[src/rtl/pipe_hazard_pkg.sv]
// Shared types and defaults for the pipeline hazard controller.
package pipe_hazard_pkg;

  typedef enum logic {
    IDLE       = 1'b0,
    EXCP_FLUSH = 1'b1
  } hz_state_e;

  localparam int FETCH  = 0;
  localparam int DECODE = 1;

  localparam int NUM_STAGES_DEF = 5;
  localparam int BR_STAGE_DEF   = 2;
  localparam int EXCP_STAGE_DEF = 3;
  localparam int EXCP_HOLD_DEF  = 2;
  localparam int CNT_W_DEF      = 16;

endpackage

[src/rtl/pipe_hazard_perf.sv]
// Saturating performance counters: stalled fetch cycles and redirect pulses.
module pipe_hazard_perf #(
  parameter int CNT_W = 16
) (
  input  logic             clock,
  input  logic             reset,
  input  logic             stall_evt,
  input  logic             redirect_evt,
  output logic [CNT_W-1:0] stall_cycles,
  output logic [CNT_W-1:0] flush_events
);

  always_ff @(posedge clock) begin
    if (reset) begin
      stall_cycles <= '0;
      flush_events <= '0;
    end else begin
      if (stall_evt && (stall_cycles != '1))
        stall_cycles <= stall_cycles + 1'b1;
      if (redirect_evt && (flush_events != '1))
        flush_events <= flush_events + 1'b1;
    end
  end

endmodule

[src/rtl/pipe_hazard_ctrl.sv]
// Pipeline hazard controller: backpressure stalls, branch/exception flushes, load-use bubbles.
// Optional perf counters are enabled by defining PIPE_HAZARD_CTRL_PERF_EN.
//   state      | meaning
//   IDLE       | no exception flush in progress
//   EXCP_FLUSH | holding front-end flush for remaining exception cycles
module pipe_hazard_ctrl
  import pipe_hazard_pkg::*;
#(
  parameter int NUM_STAGES = NUM_STAGES_DEF,
  parameter int BR_STAGE   = BR_STAGE_DEF,
  parameter int EXCP_STAGE = EXCP_STAGE_DEF,
  parameter int EXCP_HOLD  = EXCP_HOLD_DEF,
  parameter int CNT_W      = CNT_W_DEF
) (
  input  logic                  clock,
  input  logic                  reset,
  input  logic                  io_in_brTaken,
  input  logic                  io_in_excpValid,
  input  logic                  io_in_loadUse,
  input  logic [NUM_STAGES-1:0] io_in_stallReq,
  output logic [NUM_STAGES-1:0] io_out_flush,
  output logic [NUM_STAGES-1:0] io_out_stall,
  output logic                  io_out_redirect,
  output logic                  io_out_busy
`ifdef PIPE_HAZARD_CTRL_PERF_EN
  ,
  output logic [CNT_W-1:0]      io_perf_stallCycles,
  output logic [CNT_W-1:0]      io_perf_flushEvents
`endif
);

  localparam int CW = $clog2(EXCP_HOLD) + 1;

  hz_state_e             state_q, state_d;
  logic [CW-1:0]         cnt_q, cnt_d;
  logic                  pend_q, pend_d;
  logic [NUM_STAGES-1:0] stall_raw;
  logic [NUM_STAGES-1:0] flush_c;
  logic                  excp_act;
  logic                  br_issue;
  logic                  lu_bubble;

  // A stall anywhere downstream backs up every earlier stage.
  always_comb begin
    for (int i = 0; i < NUM_STAGES; i++) begin
      stall_raw[i] = |(io_in_stallReq >> i);
      if (i <= DECODE)
        stall_raw[i] = stall_raw[i] | io_in_loadUse;
    end
  end

  assign excp_act  = io_in_excpValid || (state_q == EXCP_FLUSH);
  assign br_issue  = (io_in_brTaken || pend_q) && !stall_raw[BR_STAGE] && !excp_act;
  assign lu_bubble = io_in_loadUse && !stall_raw[2];

  always_comb begin
    flush_c = '0;
    for (int i = 0; i < NUM_STAGES; i++) begin
      if (excp_act && (i <= EXCP_STAGE)) flush_c[i] = 1'b1;
      if (br_issue && (i < BR_STAGE))    flush_c[i] = 1'b1;
    end
    flush_c[2] = flush_c[2] | lu_bubble;
  end

  always_comb begin
    io_out_flush    = flush_c;
    io_out_stall    = stall_raw & ~flush_c;
    io_out_redirect = io_in_excpValid || br_issue;
    io_out_busy     = (state_q != IDLE) || pend_q;
    if (reset) begin
      io_out_flush    = '1;
      io_out_stall    = '0;
      io_out_redirect = 1'b0;
      io_out_busy     = 1'b0;
    end
  end

  // Exceptions win over any branch, pending or new.
  always_comb begin
    state_d = state_q;
    cnt_d   = cnt_q;
    pend_d  = pend_q;
    if (io_in_excpValid) begin
      pend_d = 1'b0;
      if (EXCP_HOLD > 1) begin
        state_d = EXCP_FLUSH;
        cnt_d   = CW'(EXCP_HOLD - 1);
      end else begin
        state_d = IDLE;
        cnt_d   = '0;
      end
    end else if (state_q == EXCP_FLUSH) begin
      pend_d = 1'b0;
      if (cnt_q <= CW'(1)) begin
        state_d = IDLE;
        cnt_d   = '0;
      end else begin
        cnt_d = cnt_q - 1'b1;
      end
    end else if (pend_q) begin
      if (!stall_raw[BR_STAGE]) pend_d = 1'b0;
    end else if (io_in_brTaken && stall_raw[BR_STAGE]) begin
      pend_d = 1'b1;
    end
  end

  always_ff @(posedge clock) begin
    if (reset) begin
      state_q <= IDLE;
      cnt_q   <= '0;
      pend_q  <= 1'b0;
    end else begin
      state_q <= state_d;
      cnt_q   <= cnt_d;
      pend_q  <= pend_d;
    end
  end

`ifdef PIPE_HAZARD_CTRL_PERF_EN
  pipe_hazard_perf #(
    .CNT_W (CNT_W)
  ) u_perf (
    .clock        (clock),
    .reset        (reset),
    .stall_evt    (io_out_stall[FETCH]),
    .redirect_evt (io_out_redirect),
    .stall_cycles (io_perf_stallCycles),
    .flush_events (io_perf_flushEvents)
  );
`else
  logic unused_perf_cfg;
  assign unused_perf_cfg = (CNT_W > 0) && (FETCH == 0);
`endif

endmodule

[config.mk]
export PLATFORM = sky130hd
export DESIGN_NAME = pipe_hazard_ctrl
export DESIGN_NICKNAME = d
export VERILOG_FILES = /design/src/rtl/pipe_hazard_pkg.sv /design/src/rtl/pipe_hazard_perf.sv /design/src/rtl/pipe_hazard_ctrl.sv
export SDC_FILE = /design/constraint.sdc
export NUM_CORES = 1
export LEC_CHECK = 0
export CORE_AREA = 8 8 45 47
export DETAILED_ROUTE_END_ITERATION = 10
export DIE_AREA = 0 0 53 55
export PLACE_DENSITY = 0.64
export REMOVE_ABC_BUFFERS = 1
export SLEW_MARGIN = 5
export SYNTH_ARGS = -nofsm -noshare
export SYNTH_HDL_FRONTEND = slang
export SYNTH_SLANG_ARGS = --single-unit
[constraint.sdc]
create_clock -name clock -period 2.95 [get_ports clock]
set_clock_uncertainty 0.05 [all_clocks]
set_input_delay 0.59 -clock clock [delete_from_list [all_inputs] [get_ports clock]]
set_output_delay 0.59 -clock clock [all_outputs]
set_load 0.02 [all_outputs]
==> reports/metrics.csv <==
stage,metric,value,unit
route,vias,323,
critical_path,endpoint_kind,output pin,
finish,areaGrowthSynthToFinish,107,%
critical_path,crit_start,io_in_stallReq[4],
power_and_ir_drop,power_switching,54.7,µW
clocking,clock-sinks,4,
critical_path,r2r_end,pend_q,
floorplan,coreArea,1380,µm²
finish,fillCellCount,152,
power_and_ir_drop,p_total,191,µW
power_and_ir_drop,p_int,137,µW
clocking,clock_latency,0.24,ns
sta,slew_viol_final,0,
clocking,cts_tree,done,
global_route,gr-usage-all-layers,5.80,%
finish,drive_gt1_share,15.3,%
floorplan,die_y,55,µm
critical_path,r2r_start,state_q,
sta,hold_viol,0,
worst_hold_path,hold_depth,1,
critical_path,r2r_slack,1.84,ns
floorplan,start_util,18.5,%
global_route,grt_max_degree,9,
critical_path,crit_path_start_kind,primary input,
finish,layout_commonest_cell,clkdlybuf4s50_1,
route,ant_nets,0,
power_and_ir_drop,leakage,0.258,nW
critical_path,critPathKind,in2out,
global_route,grt_pass1_vias,290,
power_and_ir_drop,swShare,28.6,%
route,drc,0,
critical_path,r2r_cells,2,
clocking,cts_buffers,3,
synthesis,synthesis.area,256,µm²
worst_hold_path,hp-start,cnt_q[1],
power_and_ir_drop,clock_power_share,36.4,%
finish,fin_nets,71,
synthesis,yosysSeqAreaShare,31.2,%
finish,n_antenna_cell,0,
floorplan,die_area,2920,µm²
sta,period_needed,2.82,ns
placed_design,dp.cells,72,
placed_design,hpwl,666,µm
clocking,clk_transition_reported_paths,0.04,ns
route,wirelength,826,µm
route,vias_per_cell,4.31,
sta,timing.final.ws_setup,0.127,ns
clocking,cts-root-buf,clkbuf_4,
run,max_cap_viol_count,0,
route,wl_per_cell,11.0,µm
finish,final_cells,75,
sta,slew_headroom,84.8,%
synthesis,synth_cell_types,16,
global_route,met2_usage,7.42,%
power_and_ir_drop,pwr-share-comb,32.8,%
floorplan,pin_count,22,
placed_design,numPortBuffers,21,
synthesis,syn_inst,34,
sta,max_freq,0.354,GHz
clocking,cts_setup_buffers,0,
global_route,grt_use_met3,4.81,%
critical_path,cp.required,2.31,ns
global_route,grt_busiest_layer,met2,
global_route,grt_use_met1,5.34,%
sta,setup_viol,0,
clocking,htreeDepth,1,
global_route,grt_overflow,0,
route,first_iter_violations,2,
sta,tightestPinTransition,0.224,ns
worst_hold_path,hold_class,reg2reg,
power_and_ir_drop,pwr-share-seq,30.8,%
worst_hold_path,hold_end,cnt_q[1],
critical_path,arrival,2.18,ns
critical_path,crit_fanout,6,
placed_design,place.gp.congestion,0.710,
global_route,antenna_found_initial,0,
synthesis,postSynthAreaPerCell,7.54,µm²
power_and_ir_drop,p_per_area,361,nW/µm²
route,first_pass_iters,4,
placed_design,dp_slack,-0.0730,ns
synthesis,ys_ff_latch,4,
synthesis,yosysWarnings,0,
sta,fin_crit_sh,95.7,%
sta,rsz0062_at_grt,false,
floorplan,fp-row-count,14,
clocking,clk_path_buf_depth,2,
global_route,grt_pass1_wl,1170,µm
power_and_ir_drop,vdd_drop_max,150,µV
finish,layout_common_cells,"clkdlybuf4s50_1, nor2_1, a21oi_1, dfxtp_1, buf_4",
run_status,status,completed,
sta,tns,0,ns
floorplan,fp.dieW,53,µm
sequential cells by signal (all words and copies together) (netlist names):
name / count
cnt_q: 2
state_q: 1
pend_q: 1
repair_timing:
item | in CTS | in global routing
gates resized for setup | 1 | 4
hold buffers | 0 | 0
endpoints found under the setup margin | 1 | 6
routing by layer:
| layer | routed length [µm] | part of all wire [%] | vias up |
|---|---|---|---|
| met4 | 22 | 2.7 | 0 |
| met5 | 0 | 0 | - |
| met3 | 117 | 14 | 4 |
| met2 | 330 | 40 | 19 |
| met1 | 355 | 43 | 133 |
| li1 | - | - | 167 |
power by group through the flow:
stage          clock [mW]  sequential [mW]  combinational (mW)
3_5_place_dp            0           0.0597              0.0636
5_1_grt            0.0772           0.0592              0.0669
6_report           0.0697           0.0590              0.0627
2_1_floorplan           0           0.0592              0.0236
3_3_place_gp            0           0.0597              0.0637
4_1_cts            0.0733           0.0589              0.0633
through the flow:
step	util [%]	cell area [µm²]	hold WS (ns)
2_1_floorplan	-	236	0.415
3_3_place_gp	35.9	497	0.438
3_5_place_dp	35.9	497	0.436
4_1_cts	37.4	518	0.446
5_1_grt	38.3	531	0.456
6_report	38.3	531	0.449
worst max path at each step:
stage,end,slack [ns],cells after the start
floorplan,io_out_redirect,0.74,3
global placement,io_out_redirect,-0.05,5
detailed placement,io_out_redirect,-0.07,5
CTS,io_out_stall[0],0.03,4
global route,io_out_flush[1],0.05,6
finish,io_out_flush[1],0.13,6
layout make-up:
| cell class | count | area, µm² | area share [%] |
|---|---|---|---|
| clock buffer | 3 | 22.5 | 4.25 |
| sequential | 4 | 80.1 | 15.1 |
| timing repair buffer | 25 | 246 | 46.5 |
| multi-input combinational | 26 | 158 | 29.7 |
| inverter | 1 | 3.75 | 0.708 |
| tap | 16 | 20.0 | 3.77 |
synth_stat cells:
library cell / count / area (µm²)
a21o_1: 2 / 15.0
or3b_1: 1 / 8.76
or3_1: 1 / 6.26
buf_2: 1 / 5.00
nand2b_1: 1 / 6.26
dfxtp_1: 4 / 80.1
a21oi_1: 6 / 30.0
o31ai_1: 1 / 7.51
nor3_1: 1 / 5.00
nor2_1: 7 / 26.3
nor2b_1: 2 / 12.5
nor4b_1: 1 / 8.76
o21ai_0: 2 / 10.0
nor3_4: 1 / 16.3
inv_1: 1 / 3.75
buf_4: 2 / 15.0
worst max-delay path, cell delays in order:
cell             delay, ns
clkdlybuf4s50_1       0.47
nor3_4                0.18
buf_4                 0.16
o21ai_0               0.08
nand2b_1              0.09
clkdlybuf4s50_1       0.61
logic make-up after synthesis:
family | count (synthesis) | share of synthesized area, %
AND/OR/NAND/NOR | 15 | 35.1
AO/OA/AOI/OAI | 11 | 24.4
flip-flops | 4 | 31.2
buffers and inverters | 4 | 9.26
(Power assumes the default switching activity.)
